<file path="src/rtl/pll_seq_pkg.sv">
// Shared types and helpers for the PLL reset sequencer: state encoding,
// counter sizing and saturating event counters.
package pll_seq_pkg;

  typedef enum logic [2:0] {
    PLL_RESET = 3'd0,
    WAIT_LOCK = 3'd1,
    FILTER    = 3'd2,
    REL_CORE  = 3'd3,
    RUN       = 3'd4
  } pll_state_e;

  function automatic int max4(input int a, input int b, input int c, input int d);
    int m;
    m = a;
    if (b > m) m = b;
    if (c > m) m = c;
    if (d > m) m = d;
    return m;
  endfunction

  // The counter never exceeds max_count-1, so clog2(max_count) bits suffice.
  function automatic int cnt_width(input int max_count);
    return (max_count < 2) ? 1 : $clog2(max_count);
  endfunction

  function automatic logic [7:0] sat_inc8(input logic [7:0] v);
    return (v == 8'hFF) ? v : v + 8'd1;
  endfunction

endpackage

</file>
<file path="src/rtl/sync_2ff.sv">
// Two-flop synchroniser for a single asynchronous level into the local clock.
module sync_2ff #(
  parameter logic RESET_VAL = 1'b0
) (
  input  logic clk_i,
  input  logic rst_i,
  input  logic d_i,
  output logic q_o
);

  logic meta_q;
  logic sync_q;

  always_ff @(posedge clk_i or posedge rst_i) begin
    if (rst_i) begin
      meta_q <= RESET_VAL;
      sync_q <= RESET_VAL;
    end else begin
      meta_q <= d_i;
      sync_q <= meta_q;
    end
  end

  assign q_o = sync_q;

endmodule

</file>
<file path="src/rtl/pll_reset_sequencer.sv">
// Drives the PLL reset, filters LOCK and releases the core then peripheral
// resets in order; retries the PLL on lock timeout, re-resets on lock loss.
module pll_reset_sequencer
  import pll_seq_pkg::*;
#(
  parameter int LOCK_FILTER    = 1024,
  parameter int LOCK_TIMEOUT   = 24000,
  parameter int PLL_RST_CYCLES = 16,
  parameter int STAGE_GAP      = 64
) (
  input  logic       CLK,
  input  logic       RST,
  input  logic       LOCK,
  output logic       PLL_RST,
  output logic       RST_CORE,
  output logic       RST_PERIPH,
  output logic       READY,
  output logic [7:0] RETRY_CNT,
  output logic [7:0] LOSS_CNT,
  output pll_state_e STATE_DBG
);

  localparam int MAX_CNT = max4(LOCK_FILTER, LOCK_TIMEOUT, PLL_RST_CYCLES, STAGE_GAP);
  localparam int CW      = cnt_width(MAX_CNT);

  localparam logic [CW-1:0] PLL_RST_LAST = CW'(PLL_RST_CYCLES - 1);
  localparam logic [CW-1:0] TIMEOUT_LAST = CW'(LOCK_TIMEOUT - 1);
  localparam logic [CW-1:0] FILTER_LAST  = CW'(LOCK_FILTER - 1);
  localparam logic [CW-1:0] GAP_LAST     = CW'(STAGE_GAP - 1);

  pll_state_e    state_q;
  logic [CW-1:0] cnt_q;
  logic          pll_rst_q;
  logic          rst_core_q;
  logic          rst_periph_q;
  logic          ready_q;
  logic [7:0]    retry_q;
  logic [7:0]    loss_q;
  logic          lock_s;

  sync_2ff #(
    .RESET_VAL(1'b0)
  ) u_lock_sync (
    .clk_i(CLK),
    .rst_i(RST),
    .d_i  (LOCK),
    .q_o  (lock_s)
  );

  always_ff @(posedge CLK or posedge RST) begin
    if (RST) begin
      state_q      <= PLL_RESET;
      cnt_q        <= '0;
      pll_rst_q    <= 1'b1;
      rst_core_q   <= 1'b1;
      rst_periph_q <= 1'b1;
      ready_q      <= 1'b0;
      retry_q      <= 8'd0;
      loss_q       <= 8'd0;
    end else begin
      case (state_q)
        PLL_RESET: begin
          if (cnt_q == PLL_RST_LAST) begin
            state_q   <= WAIT_LOCK;
            cnt_q     <= '0;
            pll_rst_q <= 1'b0;
          end else begin
            cnt_q <= cnt_q + CW'(1);
          end
        end
        // A lock seen on the timeout cycle takes priority over the retry.
        WAIT_LOCK: begin
          if (lock_s) begin
            state_q <= FILTER;
            cnt_q   <= '0;
          end else if (cnt_q == TIMEOUT_LAST) begin
            state_q   <= PLL_RESET;
            cnt_q     <= '0;
            pll_rst_q <= 1'b1;
            retry_q   <= sat_inc8(retry_q);
          end else begin
            cnt_q <= cnt_q + CW'(1);
          end
        end
        FILTER: begin
          if (!lock_s) begin
            state_q <= WAIT_LOCK;
            cnt_q   <= '0;
          end else if (cnt_q == FILTER_LAST) begin
            state_q    <= REL_CORE;
            cnt_q      <= '0;
            rst_core_q <= 1'b0;
          end else begin
            cnt_q <= cnt_q + CW'(1);
          end
        end
        REL_CORE: begin
          if (!lock_s) begin
            state_q      <= WAIT_LOCK;
            cnt_q        <= '0;
            rst_core_q   <= 1'b1;
            rst_periph_q <= 1'b1;
            ready_q      <= 1'b0;
            loss_q       <= sat_inc8(loss_q);
          end else if (cnt_q == GAP_LAST) begin
            state_q      <= RUN;
            cnt_q        <= '0;
            rst_periph_q <= 1'b0;
            ready_q      <= 1'b1;
          end else begin
            cnt_q <= cnt_q + CW'(1);
          end
        end
        // The PLL relocks by itself after a loss; WAIT_LOCK's timeout covers failure.
        RUN: begin
          if (!lock_s) begin
            state_q      <= WAIT_LOCK;
            cnt_q        <= '0;
            rst_core_q   <= 1'b1;
            rst_periph_q <= 1'b1;
            ready_q      <= 1'b0;
            loss_q       <= sat_inc8(loss_q);
          end
        end
        default: begin
          state_q      <= PLL_RESET;
          cnt_q        <= '0;
          pll_rst_q    <= 1'b1;
          rst_core_q   <= 1'b1;
          rst_periph_q <= 1'b1;
          ready_q      <= 1'b0;
        end
      endcase
    end
  end

  release_order_a : assert property (@(posedge CLK) disable iff (RST)
    !(rst_core_q && !rst_periph_q));

  assign PLL_RST    = pll_rst_q;
  assign RST_CORE   = rst_core_q;
  assign RST_PERIPH = rst_periph_q;
  assign READY      = ready_q;
  assign RETRY_CNT  = retry_q;
  assign LOSS_CNT   = loss_q;
  assign STATE_DBG  = state_q;

endmodule
</file>
<file path="config.mk">
export PLATFORM = sky130hd
export DESIGN_NAME = pll_reset_sequencer
export DESIGN_NICKNAME = d
export VERILOG_FILES = /design/src/rtl/pll_seq_pkg.sv /design/src/rtl/sync_2ff.sv /design/src/rtl/pll_reset_sequencer.sv
export SDC_FILE = /design/constraint.sdc
export NUM_CORES = 1
export LEC_CHECK = 0
export BUFFER_PORTS_ARGS = -buffer_cell sky130_fd_sc_hd__buf_2
export CORE_AREA = 2 2 75 77
export DETAILED_ROUTE_END_ITERATION = 12
export DIE_AREA = 0 0 77 79
export GPL_ROUTABILITY_DRIVEN = 1
export PLACE_DENSITY = 0.61
export SETUP_SLACK_MARGIN = 0.5
export SYNTH_ARGS = -nofsm -noshare
export SYNTH_HDL_FRONTEND = slang
export SYNTH_SLANG_ARGS = --single-unit
</file>
<file path="constraint.sdc">
create_clock -name CLK -period 3.1 [get_ports CLK]
set_clock_uncertainty 0.15 [all_clocks]
set_input_delay 0.775 -clock CLK [delete_from_list [all_inputs] [get_ports CLK]]
set_output_delay 0.775 -clock CLK [all_outputs]
set_load 0.01 [all_outputs]
</file>
==> flow_metrics.tcl, run 1 <==
set metrics [dict create \
    status "completed" \
    grt_usage_pct 15.4 \
    synth.avg_cell_area_um2 9.89 \
    p_switching_uw 612 \
    die_h_um 79 \
    diodes 0 \
    clockPowerShare_pct 21.8 \
    coreArea_um2 5340 \
    cp_max_fo 8 \
    setup_viol 0 \
    regArea_um2 1010 \
    power.internal_uw 978 \
    maxCapViolCount 0 \
    grt_pass1_vias 1540 \
    end_kind "register" \
    via_per_inst 5.32 \
    clkTransAtPathRegs_ns 0.08 \
    rsz0062_at_grt "false" \
    p_seq_share_pct 46.2 \
    synthTopCellsByCount "37 x dfrtp_1, 19 x nand2_1, 15 x nor2_1, 15 x xnor2_1, 11 x xor2_1" \
    fmax_mhz 396 \
    dieArea_um2 6080 \
    p_sw_share_pct 38.5 \
    die-width_um 77 \
    report.final.slew_viol_count 0 \
    tightest_slew_ns 0.577 \
    initial_core_util_pct 39.3 \
    ctsHtreeMaxLevel 2 \
    grt_overflow 0 \
    ys_async_sr_fraction_pct 100 \
    drt_pass1_iterations 4 \
    power.leakage_nw 1.04 \
    arrival_ns 2.55 \
    holdWs_ns 0.205 \
    hold_path.class "reg -> reg" \
    synth_cell_types 44 \
    p_comb_share_pct 32.0 \
    root_buffer "clkbuf_8" \
    cts_buffers 5 \
    synth_top_cell_by_area "dfrtp_1" \
    synth_top_area_share_pct 44.2 \
    synth_cells 212 \
    crit_chain "or4_1, or4_4, o2bb2ai_2, o31ai_4, buf_6, o22ai_1" \
    finalCriticalPeriod_ns 2.52 \
    route.detailed.wl_per_inst_um 14.1 \
    synthTopCellsByArea "dfrtp_1 44%, xnor2_1 6.3%, xor2_1 4.6%, dfstp_2 3.8%, nand2_1 3.4%" \
    insertion_delay_ns 0.30 \
    grt_max_degree 41 \
    wirelength_um 4410 \
    powerDensity_nw_per_um2 661 \
    crit_type "reg -> reg" \
    clockBufferDepth 2 \
    rows 27 \
    worstPathRequired_ns 3.13 \
    ys_warn_count 0 \
    drc 0 \
    io_buffers 25 \
    synth-edff-count 0 \
    num-fill-cells 555 \
    initialDrtViolationCount 83 \
    tns_ns 0 \
    cts.sinks 40 \
    multi_input_area_um2 1030 \
    crit_slowest_cell "or4_4" \
    syn_area_um2 2100 \
    crit_buf_inv 1 \
    cp-start-kind "register" \
    relSlewSlack_pct 61.3 \
    antenna_left 0 \
    gp_congestion 0.869 \
    synth_nets 218 \
    syn2layout_area_growth_pct 14.7 \
    yosysSeqAreaShare_pct 47.9 \
    finalHoldViolations 0 \
    final_net_count 245 \
    synth.most_common_cell "dfrtp_1" \
    cp_slowest_stage_delay_ns 0.57 \
    grt_pass1_wl_um 7430 \
    vias 1661 \
    crit_family "simple AND/OR/NAND/NOR gates" \
    yosys_most_used_dff "dfrtp_1" \
    io_pins 26 \
    min_period_over_period_pct 81.4 \
    synth_seq_cells 40 \
    peakVddDrop_v 0.000421 \
    antenna_found_initial 0 \
    drive_gt1_share_pct 21.7 \
    cts_tree "yes" \
    cts_hold_buffers 0 \
    dp.final_hpwl_um 3070 \
]
-- cell usage in the layout, fill, tap and decap left out, drive strengths merged, types with 3 or more instances in the layout --
cell type | netlist | layout
nand2 | 19 | 19
xnor2 | 15 | 15
inv | 8 | 8
and3 | 5 | 5
clkbuf | 8 | 5
dfrtp | 37 | 37
nor2 | 15 | 15
nor3 | 7 | 7
nand4 | 8 | 8
buf | 1 | 29
o31ai | 6 | 6
ha | 3 | 3
a311oi | 3 | 3
a21oi | 8 | 8
nand3 | 10 | 10
xor2 | 11 | 11
nor4 | 4 | 4
clkinv | 0 | 3
dfstp | 3 | 3
o21ai | 13 | 13
-- power by group through the flow --
| stage | combinational [mW] | clock, mW | sequential (mW) |
|---|---|---|---|
| 6_report | 0.508 | 0.347 | 0.734 |
| 5_1_grt | 0.552 | 0.378 | 0.750 |
| 4_1_cts | 0.479 | 0.359 | 0.732 |
| 3_5_place_dp | 0.477 | 0 | 0.741 |
| 3_3_place_gp | 0.460 | 0 | 0.737 |
| 2_1_floorplan | 0.350 | 0 | 0.709 |
-- sequential cells by signal (all words and copies together) (netlist names), 3 cells and up --
register / cells
LOSS_CNT: 8
cnt_q: 15
RETRY_CNT: 8
STATE_DBG: 3
-- repair_timing --
item | 4_1_cts | 5_1_grt
buffers inserted | 0 | 1
resized for setup | 0 | 3
endpoints found under the setup margin | 0 | 9
hold endpoints to repair | 0 | 0
-- path summary, 6_finish.rpt --
check                                             start                   endpoint  slack, ns  depth (start not counted)
max                               cnt_q[11]$_DFFE_PP0P_       cnt_q[4]$_DFFE_PP0P_       0.58                          6
min                        u_lock_sync.meta_q$_DFF_PP0_  u_lock_sync.q_o$_DFF_PP0_       0.21                          0
max reg2reg                       cnt_q[11]$_DFFE_PP0P_       cnt_q[4]$_DFFE_PP0P_       0.58                          6
min reg2reg                u_lock_sync.meta_q$_DFF_PP0_  u_lock_sync.q_o$_DFF_PP0_       0.21                          0
max in group asynchronous                           RST      cnt_q[11]$_DFFE_PP0P_       1.97                          3
min in group asynchronous                           RST    LOSS_CNT[4]$_DFFE_PP0P_       0.43                          3
-- area by class of cell --
type / instances / area share [%]
Clock buffer: 5 / 2.86
Clock inverter: 3 / 0.780
Inverter: 8 / 1.25
Multi-Input combinational cell: 155 / 42.9
Sequential cell: 40 / 41.8
Tap cell: 72 / 3.75
Timing Repair Buffer: 29 / 6.61
-- kinds of logic after synthesis --
kind of cell               Yosys count  share of synthesized area [%]
adders and majority gates            3                           1.79
DFF                                 40                           47.9
xor gates and xnor gates            26                           10.9
muxes                                2                           1.07
buffers and inverters               17                           3.10
AOI/OAI and AO/OA                   42                           14.0
and+or+nand+nor                     82                           21.2
-- per-layer routing --
metal	vias to the layer above	global-route usage (%)	share of wire, %
li1	822	-	-
met1	806	20.2	49
met2	27	24.5	46
met3	6	3.64	3.1
met4	0	6.79	1.9
met5	-	0	0
-- metrics by stage --
step | total power [mW] | utilization, % | setup slack, ns | std cells | cell area (um^2)
floorplan | 1.06 | - | 0.717 | 212 | 2100
global placement | 1.20 | 43.1 | 0.590 | 303 | 2300
detailed placement | 1.22 | 43.1 | 0.537 | 303 | 2300
CTS | 1.57 | 44.7 | 0.514 | 311 | 2390
global route | 1.68 | 45.1 | 0.509 | 312 | 2400
finish | 1.59 | 45.1 | 0.578 | 312 | 2400
Note: power is estimated with default switching activity, not from simulation.
==> run 2: changes to the inputs <==
--- a/config.mk
+++ b/config.mk
@@ -5,12 +5,13 @@
 export SDC_FILE = /design/constraint.sdc
 export NUM_CORES = 1
 export LEC_CHECK = 0
+export ABC_AREA = 1
 export BUFFER_PORTS_ARGS = -buffer_cell sky130_fd_sc_hd__buf_2
-export CORE_AREA = 2 2 75 77
+export CORE_AREA = 2 2 83 85
 export DETAILED_ROUTE_END_ITERATION = 12
-export DIE_AREA = 0 0 77 79
+export DIE_AREA = 0 0 85 87
 export GPL_ROUTABILITY_DRIVEN = 1
-export PLACE_DENSITY = 0.61
+export PLACE_DENSITY = 0.62
 export SETUP_SLACK_MARGIN = 0.5
 export SYNTH_ARGS = -nofsm -noshare
 export SYNTH_HDL_FRONTEND = slang
==> constraint.sdc (replaced) <==
create_clock -name CLK -period 2.3 [get_ports CLK]
set_clock_uncertainty 0.15 [all_clocks]
set_input_delay 0.575 -clock CLK [delete_from_list [all_inputs] [get_ports CLK]]
set_output_delay 0.575 -clock CLK [all_outputs]
set_load 0.01 [all_outputs]
==> run 2 against run 1 <==
Power grew 54%. Sequential power grew 27%. Critical path depth shrank 4.
==> flow_metrics.tcl, run 2 <==
set metrics [dict create \
    synth_top_family_by_area "simple AND/OR/NAND/NOR gates" \
    regArea_um2 1020 \
    worstSetupEndpoint "STATE_DBG[0]" \
    crit_slowest_cell "dfrtp_2" \
    syn_area_um2 2560 \
    clockBufferDepth 2 \
    p_sw_share_pct 37.5 \
    drive_gt1_share_pct 32.3 \
    via_per_inst 4.90 \
    arrival_ns 1.02 \
    maxCapViolCount 0 \
    peakVddDrop_v 0.000410 \
    relSlewSlack_pct 66.5 \
    io_pins 26 \
    dp.final_hpwl_um 4010 \
    p_switching_uw 916 \
    p_comb_share_pct 38.4 \
    grt_pass1_vias 2130 \
    grt_usage_pct 16.5 \
    ctsHtreeMaxLevel 2 \
    route.detailed.wl_per_inst_um 12.1 \
    final_net_count 395 \
    cp.depth 2 \
    drc 0 \
    insertion_delay_ns 0.29 \
    finalHoldViolations 0 \
    fmax_mhz 573 \
    vias 2302 \
    final_common_cell "nand2_1" \
    synth_top_cell_by_area "dfrtp_1" \
    reg2reg_setup_slack_ns 0.58 \
    crit_family "flip-flops" \
    antenna_found_initial 0 \
    grt_max_degree 41 \
    cp_max_fo 5 \
    synthSimpleGateAreaFrac_pct 41.4 \
    synthTopCellsByCount "103 x nand2_1, 44 x nor2_1, 37 x dfrtp_1" \
    top_register "cnt_q" \
    r2r_end "cnt_q[3]$_DFFE_PP0P_" \
    drt_pass1_iterations 4 \
    synth_top_area_share_pct 36.2 \
    startpoint "STATE_DBG[0]$_DFFE_PP0P_" \
    antenna_left 0 \
    synthMuxAreaShare_pct 0 \
    synth_seq_cells 40 \
    ys_warn_count 0 \
    multi_input_area_um2 1470 \
    rows 30 \
    power.internal_mw 1.53 \
    syn2layout_area_growth_pct 21.6 \
    crit_chain "buf_4, buf_2" \
    cts_tree "yes" \
    hold_path.class "reg -> reg" \
    dieArea_um2 7400 \
    synth-edff-count 0 \
    grt_pass1_wl_um 9870 \
    synthAdderAreaFrac_pct 1.47 \
    synth_xor_area_share_pct 5.82 \
    yosys_most_used_dff "dfrtp_1" \
    status "completed" \
    place_ws_ns 0.329 \
    clockPowerShare_pct 23.4 \
    p_seq_share_pct 38.2 \
    synth_cell_types 33 \
    synth.most_common_cell "nand2_1" \
    coreArea_um2 6570 \
    synth_cells 341 \
    rr_worst_depth 9 \
    io_buffers 25 \
    tns_ns 0 \
    crit_type "reg -> out" \
    initial_core_util_pct 39.0 \
    cts.sinks 40 \
    largest_reg_flops 15 \
    yosysSeqAreaShare_pct 39.2 \
    final_cell_mix "100 x nand2_1, 37 x nor2_1, 29 x inv_1" \
    gp_congestion 0.874 \
    rsz0062_at_grt "true" \
    cp_slowest_stage_delay_ns 0.46 \
    grt_overflow 0 \
    die-width_um 85 \
    crit_buf_inv 2 \
    synth.avg_cell_area_um2 7.51 \
    synthTopCellsByArea "dfrtp_1 36%, nand2_1 15%, nor2_1 6.5%, nand2_2 5.4%, nand3_1 4.3%" \
    finalCriticalPeriod_ns 1.74 \
    initialDrtViolationCount 116 \
    diodes 0 \
    root_buffer "clkbuf_8" \
    synth_nets 347 \
    clkTransAtPathRegs_ns 0.08 \
    worstPathRequired_ns 1.57 \
    report.final.slew_viol_count 0 \
    end_kind "output pin" \
    r2r_start "cnt_q[1]$_DFFE_PP0P_" \
    wirelength_um 5680 \
    num-fill-cells 661 \
    cts_buffers 5 \
    die_h_um 87 \
    setup_viol 0 \
    tightest_slew_ns 0.502 \
    setup_ws_ns 0.555 \
    powerDensity_nw_per_um2 784 \
    synth_compound_area_share_pct 5.03 \
    power.leakage_nw 1.59 \
    min_from "u_lock_sync.meta_q$_DFF_PP0_" \
    cp-start-kind "register" \
    min_period_over_period_pct 75.9 \
    ys_async_sr_fraction_pct 100 \
]
[run 2: cell families (layout without fill, tap and decap cells)]
family | after synthesis | in the layout
simple gates | 219 | 219
flops | 40 | 40
buf+inv | 40 | 89
compound gates | 22 | 22
xor+xnor | 17 | 17
fa+ha+maj | 3 | 3
[run 2: area by class of cell]
class                      instances  share of cell area, %
clock inverter                     2                   1.13
multi-input combinational        261                   47.2
inverter                          36                   4.42
clock buffer                       6                   2.33
sequential                        40                   32.8
tap                               80                   3.22
timing repair buffer              45                   8.96
[run 2: power groups by stage]
| stage | clock [mW] | sequential [mW] | combinational, mW |
|---|---|---|---|
| final | 0.571 | 0.934 | 0.938 |
| after global routing | 0.621 | 0.951 | 1.03 |
| after global placement | 0 | 0.930 | 0.741 |
| after detailed placement | 0 | 0.932 | 0.739 |
| after floorplan | 0 | 0.935 | 0.591 |
| after CTS | 0.592 | 0.916 | 0.797 |
[run 2: stage by stage]
step | total power [mW] | instances | util (%) | hold slack (ns) | instance area [um^2]
floorplan | 1.53 | 341 | - | 0.181 | 2560
global placement | 1.67 | 446 | 42.2 | 0.186 | 2770
detailed placement | 1.67 | 446 | 42.2 | 0.185 | 2770
CTS | 2.30 | 460 | 44.6 | 0.204 | 2930
global route | 2.60 | 470 | 47.4 | 0.219 | 3110
finish | 2.44 | 470 | 47.4 | 0.202 | 3110
[run 2: worst min-delay path by stage]
stage | end | slack (ns) | cells after the start
3_5_place_dp | u_lock_sync.q_o$_DFF_PP0_ | 0.18 | 0
3_3_place_gp | u_lock_sync.q_o$_DFF_PP0_ | 0.19 | 0
5_1_grt | u_lock_sync.meta_q$_DFF_PP0_ | 0.22 | 1
4_1_cts | u_lock_sync.q_o$_DFF_PP0_ | 0.20 | 0
2_1_floorplan | u_lock_sync.q_o$_DFF_PP0_ | 0.18 | 0
6_report | u_lock_sync.q_o$_DFF_PP0_ | 0.20 | 0
[run 2: repair_timing]
item / in CTS / in global routing
endpoints found under the setup margin: 24 / 28
setup buffers: 6 / 10
hold endpoints to repair: 0 / 0
hold buffers: 0 / 0
gates cloned: 0 / 0
resized for setup: 3 / 31
pin swaps: 3 / 11
[run 2: metal layers]
metal | global-route usage, % | vias to the layer above | routed length (um)
met3 | 3.51 | 8 | 237
met4 | 4.33 | 0 | 50
li1 | - | 1174 | -
met2 | 27.4 | 53 | 2740
met1 | 21.8 | 1067 | 2650
met5 | 0 | - | 0
[run 2: worst register-to-register path, delay by kind of cell, from the launching register on]
kind | cells | cell delay (ns)
adder cells (fa/ha/maj) | 1 | 0.20
AND/OR/NAND/NOR | 7 | 0.66
flip-flops | 1 | 0.42
buffers and inverters | 1 | 0.20
==> run 3: changes to the inputs <==
==> constraint.sdc (replaced) <==
create_clock -name CLK -period 1.5 [get_ports CLK]
set_clock_uncertainty 0.15 [all_clocks]
set_input_delay 0.375 -clock CLK [delete_from_list [all_inputs] [get_ports CLK]]
set_output_delay 0.375 -clock CLK [all_outputs]
set_load 0.01 [all_outputs]
==> run 3 against run 2 <==
The run now ends with hold timing, setup timing left. Sequential cell count did not move. Design area rose by 45%. Non-clock buffer count rose by 105. Cell count rose by 23%. Routed wire length rose by 62%. Clock-buffer cell count did not move. Worst setup slack got worse by 0.79 ns. Highest routed layer unchanged. First-iteration DRC count rose by 49%. Critical path depth rose by 6. Hold slack got worse by 0.31 ns.
==> flow_metrics.tcl, run 3 (synthesized netlist as in run 2, its figures left out) <==
set metrics [dict create \
    r2r_end "RETRY_CNT[7]$_DFFE_PP0P_" \
    fin_area_um2 4500 \
    dieArea_um2 7400 \
    r2r_start "STATE_DBG[2]$_DFFE_PP0P_" \
    hold_path.class "in -> async" \
    grt_pass1_wl_um 12600 \
    wirelength_um 9180 \
    io_pins 26 \
    initialDrtViolationCount 173 \
    finalCriticalPeriod_ns 1.73 \
    grt_max_degree 19 \
    clockBufferDepth 2 \
    initial_core_util_pct 39.0 \
    peakVddDrop_v 0.00109 \
    crit_chain "buf_6, nor3_4, inv_2, buf_6, nor2_4, buf_6, nand3_2, nand2_1" \
    tightest_slew_ns 0.380 \
    num-fill-cells 461 \
    drc 0 \
    end_kind "register" \
    diodes 0 \
    largest_reg_flops 15 \
    arrival_ns 1.82 \
    tns_ns -7.29 \
    top_register "cnt_q" \
    io_buffers 25 \
    antenna_left 0 \
    die-width_um 85 \
    cts_buffers 5 \
    power.leakage_nw 2.26 \
    final_cell_mix "83 x buf_4, 74 x nand2_1, 56 x buf_6" \
    cp-start-kind "register" \
    holdWs_ns -0.111 \
    powerDensity_nw_per_um2 1150 \
    via_per_inst 5.11 \
    finalHoldViolations 10 \
    reg2reg_setup_slack_ns -0.23 \
    violations "hold timing, setup timing" \
    fin_util_pct 68.5 \
    crit_buf_inv 4 \
    cp_max_fo 5 \
    power_mw 5.18 \
    clkTransAtPathRegs_ns 0.09 \
    status "finished, violations left" \
    route.detailed.wl_per_inst_um 15.9 \
    fmax_mhz 577 \
    min_period_over_period_pct 116 \
    maxCapViolCount 0 \
    gp_congestion 0.851 \
    dp.final_hpwl_um 5010 \
    die_h_um 87 \
    worstPathRequired_ns 1.59 \
    cts.sinks 40 \
    crit_family "simple AND/OR/NAND/NOR gates" \
    report.final.slew_viol_count 0 \
    insertion_delay_ns 0.30 \
    final_net_count 501 \
    grt_usage_pct 21.2 \
    cts_tree "yes" \
    setup_ws_ns -0.234 \
    setup_viol 43 \
    placed_cell_area_um2 3420 \
    crit_top_cell "buf_6" \
    rr_worst_depth 8 \
    grt_pass1_vias 2761 \
    final_common_cell "buf_4" \
    coreArea_um2 6570 \
    rows 30 \
    grt_overflow 0 \
    place_ws_ns -0.201 \
    root_buffer "clkbuf_8" \
    vias 2945 \
    antenna_found_initial 0 \
    drive_gt1_share_pct 58.5 \
    rsz0062_at_grt "true" \
    crit_type "reg -> reg" \
    cp_slowest_stage_delay_ns 0.46 \
    relSlewSlack_pct 74.5 \
    drt_pass1_iterations 5 \
    crit_slowest_cell "dfrtp_2" \
    ctsHtreeMaxLevel 2 \
    syn2layout_area_growth_pct 75.8 \
]
run 3: cell count changes in the layout (fill, tap and decap cells not counted), moves of 10 or more:
cell,change
buf_6,+55
buf_4,+64
buf_2,-19
nor2_1,-10
nand2_1,-26
nand2_2,+18
run 3: how the worst max path moves through the flow:
stage	end	from	cells after the start
final	RETRY_CNT[7]$_DFFE_PP0P_	STATE_DBG[2]$_DFFE_PP0P_	8
after global placement	cnt_q[10]$_DFFE_PP0P_	cnt_q[1]$_DFFE_PP0P_	9
after global routing	STATE_DBG[1]$_DFFE_PP0P_	cnt_q[4]$_DFFE_PP0P_	10
after CTS	cnt_q[13]$_DFFE_PP0P_	cnt_q[0]$_DFFE_PP0P_	9
after detailed placement	STATE_DBG[1]$_DFFE_PP0P_	cnt_q[0]$_DFFE_PP0P_	9
after floorplan	cnt_q[5]$_DFFE_PP0P_	cnt_q[0]$_DFFE_PP0P_	9
run 3: report_power, final:
| part | total [mW] | internal [mW] | switching, mW |
|---|---|---|---|
| Combinational | 2.74 | 1.39 | 1.35 |
| Sequential | 1.45 | 1.24 | 0.202 |
| Clock | 0.991 | 0.545 | 0.445 |
| Total | 5.18 | 3.18 | 2.00 |
run 3: cell type report:
| cell class | instances | area [um^2] | share of cell area (%) |
|---|---|---|---|
| Multi-Input combinational cell | 262 | 1740 | 38.7 |
| Timing Repair Buffer | 150 | 1380 | 30.6 |
| Sequential cell | 40 | 1020 | 22.6 |
| Inverter | 36 | 144 | 3.20 |
| Tap cell | 80 | 100 | 2.22 |
| Clock buffer | 6 | 82.6 | 1.84 |
| Clock inverter | 2 | 38.8 | 0.862 |
run 3: layer usage:
layer / part of all wire [%] / up-vias / track usage, %
met5: 0 / - / 0
met4: 3.0 / 0 / 7.07
met3: 3.8 / 30 / 3.32
met2: 51 / 107 / 35.4
met1: 42 / 1420 / 28.1
li1: - / 1388 / -
run 3: repair_timing:
item / CTS / global route
pin swaps: 28 / 43
buffers inserted: 25 / 22
hold endpoints to repair: 10 / 10
endpoints found under the setup margin: 61 / 61
resized for setup: 82 / 71
cloned: 1 / 1
run 3: metrics by stage:
stage	instances	hold WS (ns)
5_1_grt	576	-0.0890
3_3_place_gp	519	0.187
4_1_cts	553	-0.114
3_5_place_dp	519	0.195
6_report	576	-0.111
2_1_floorplan	341	0.181
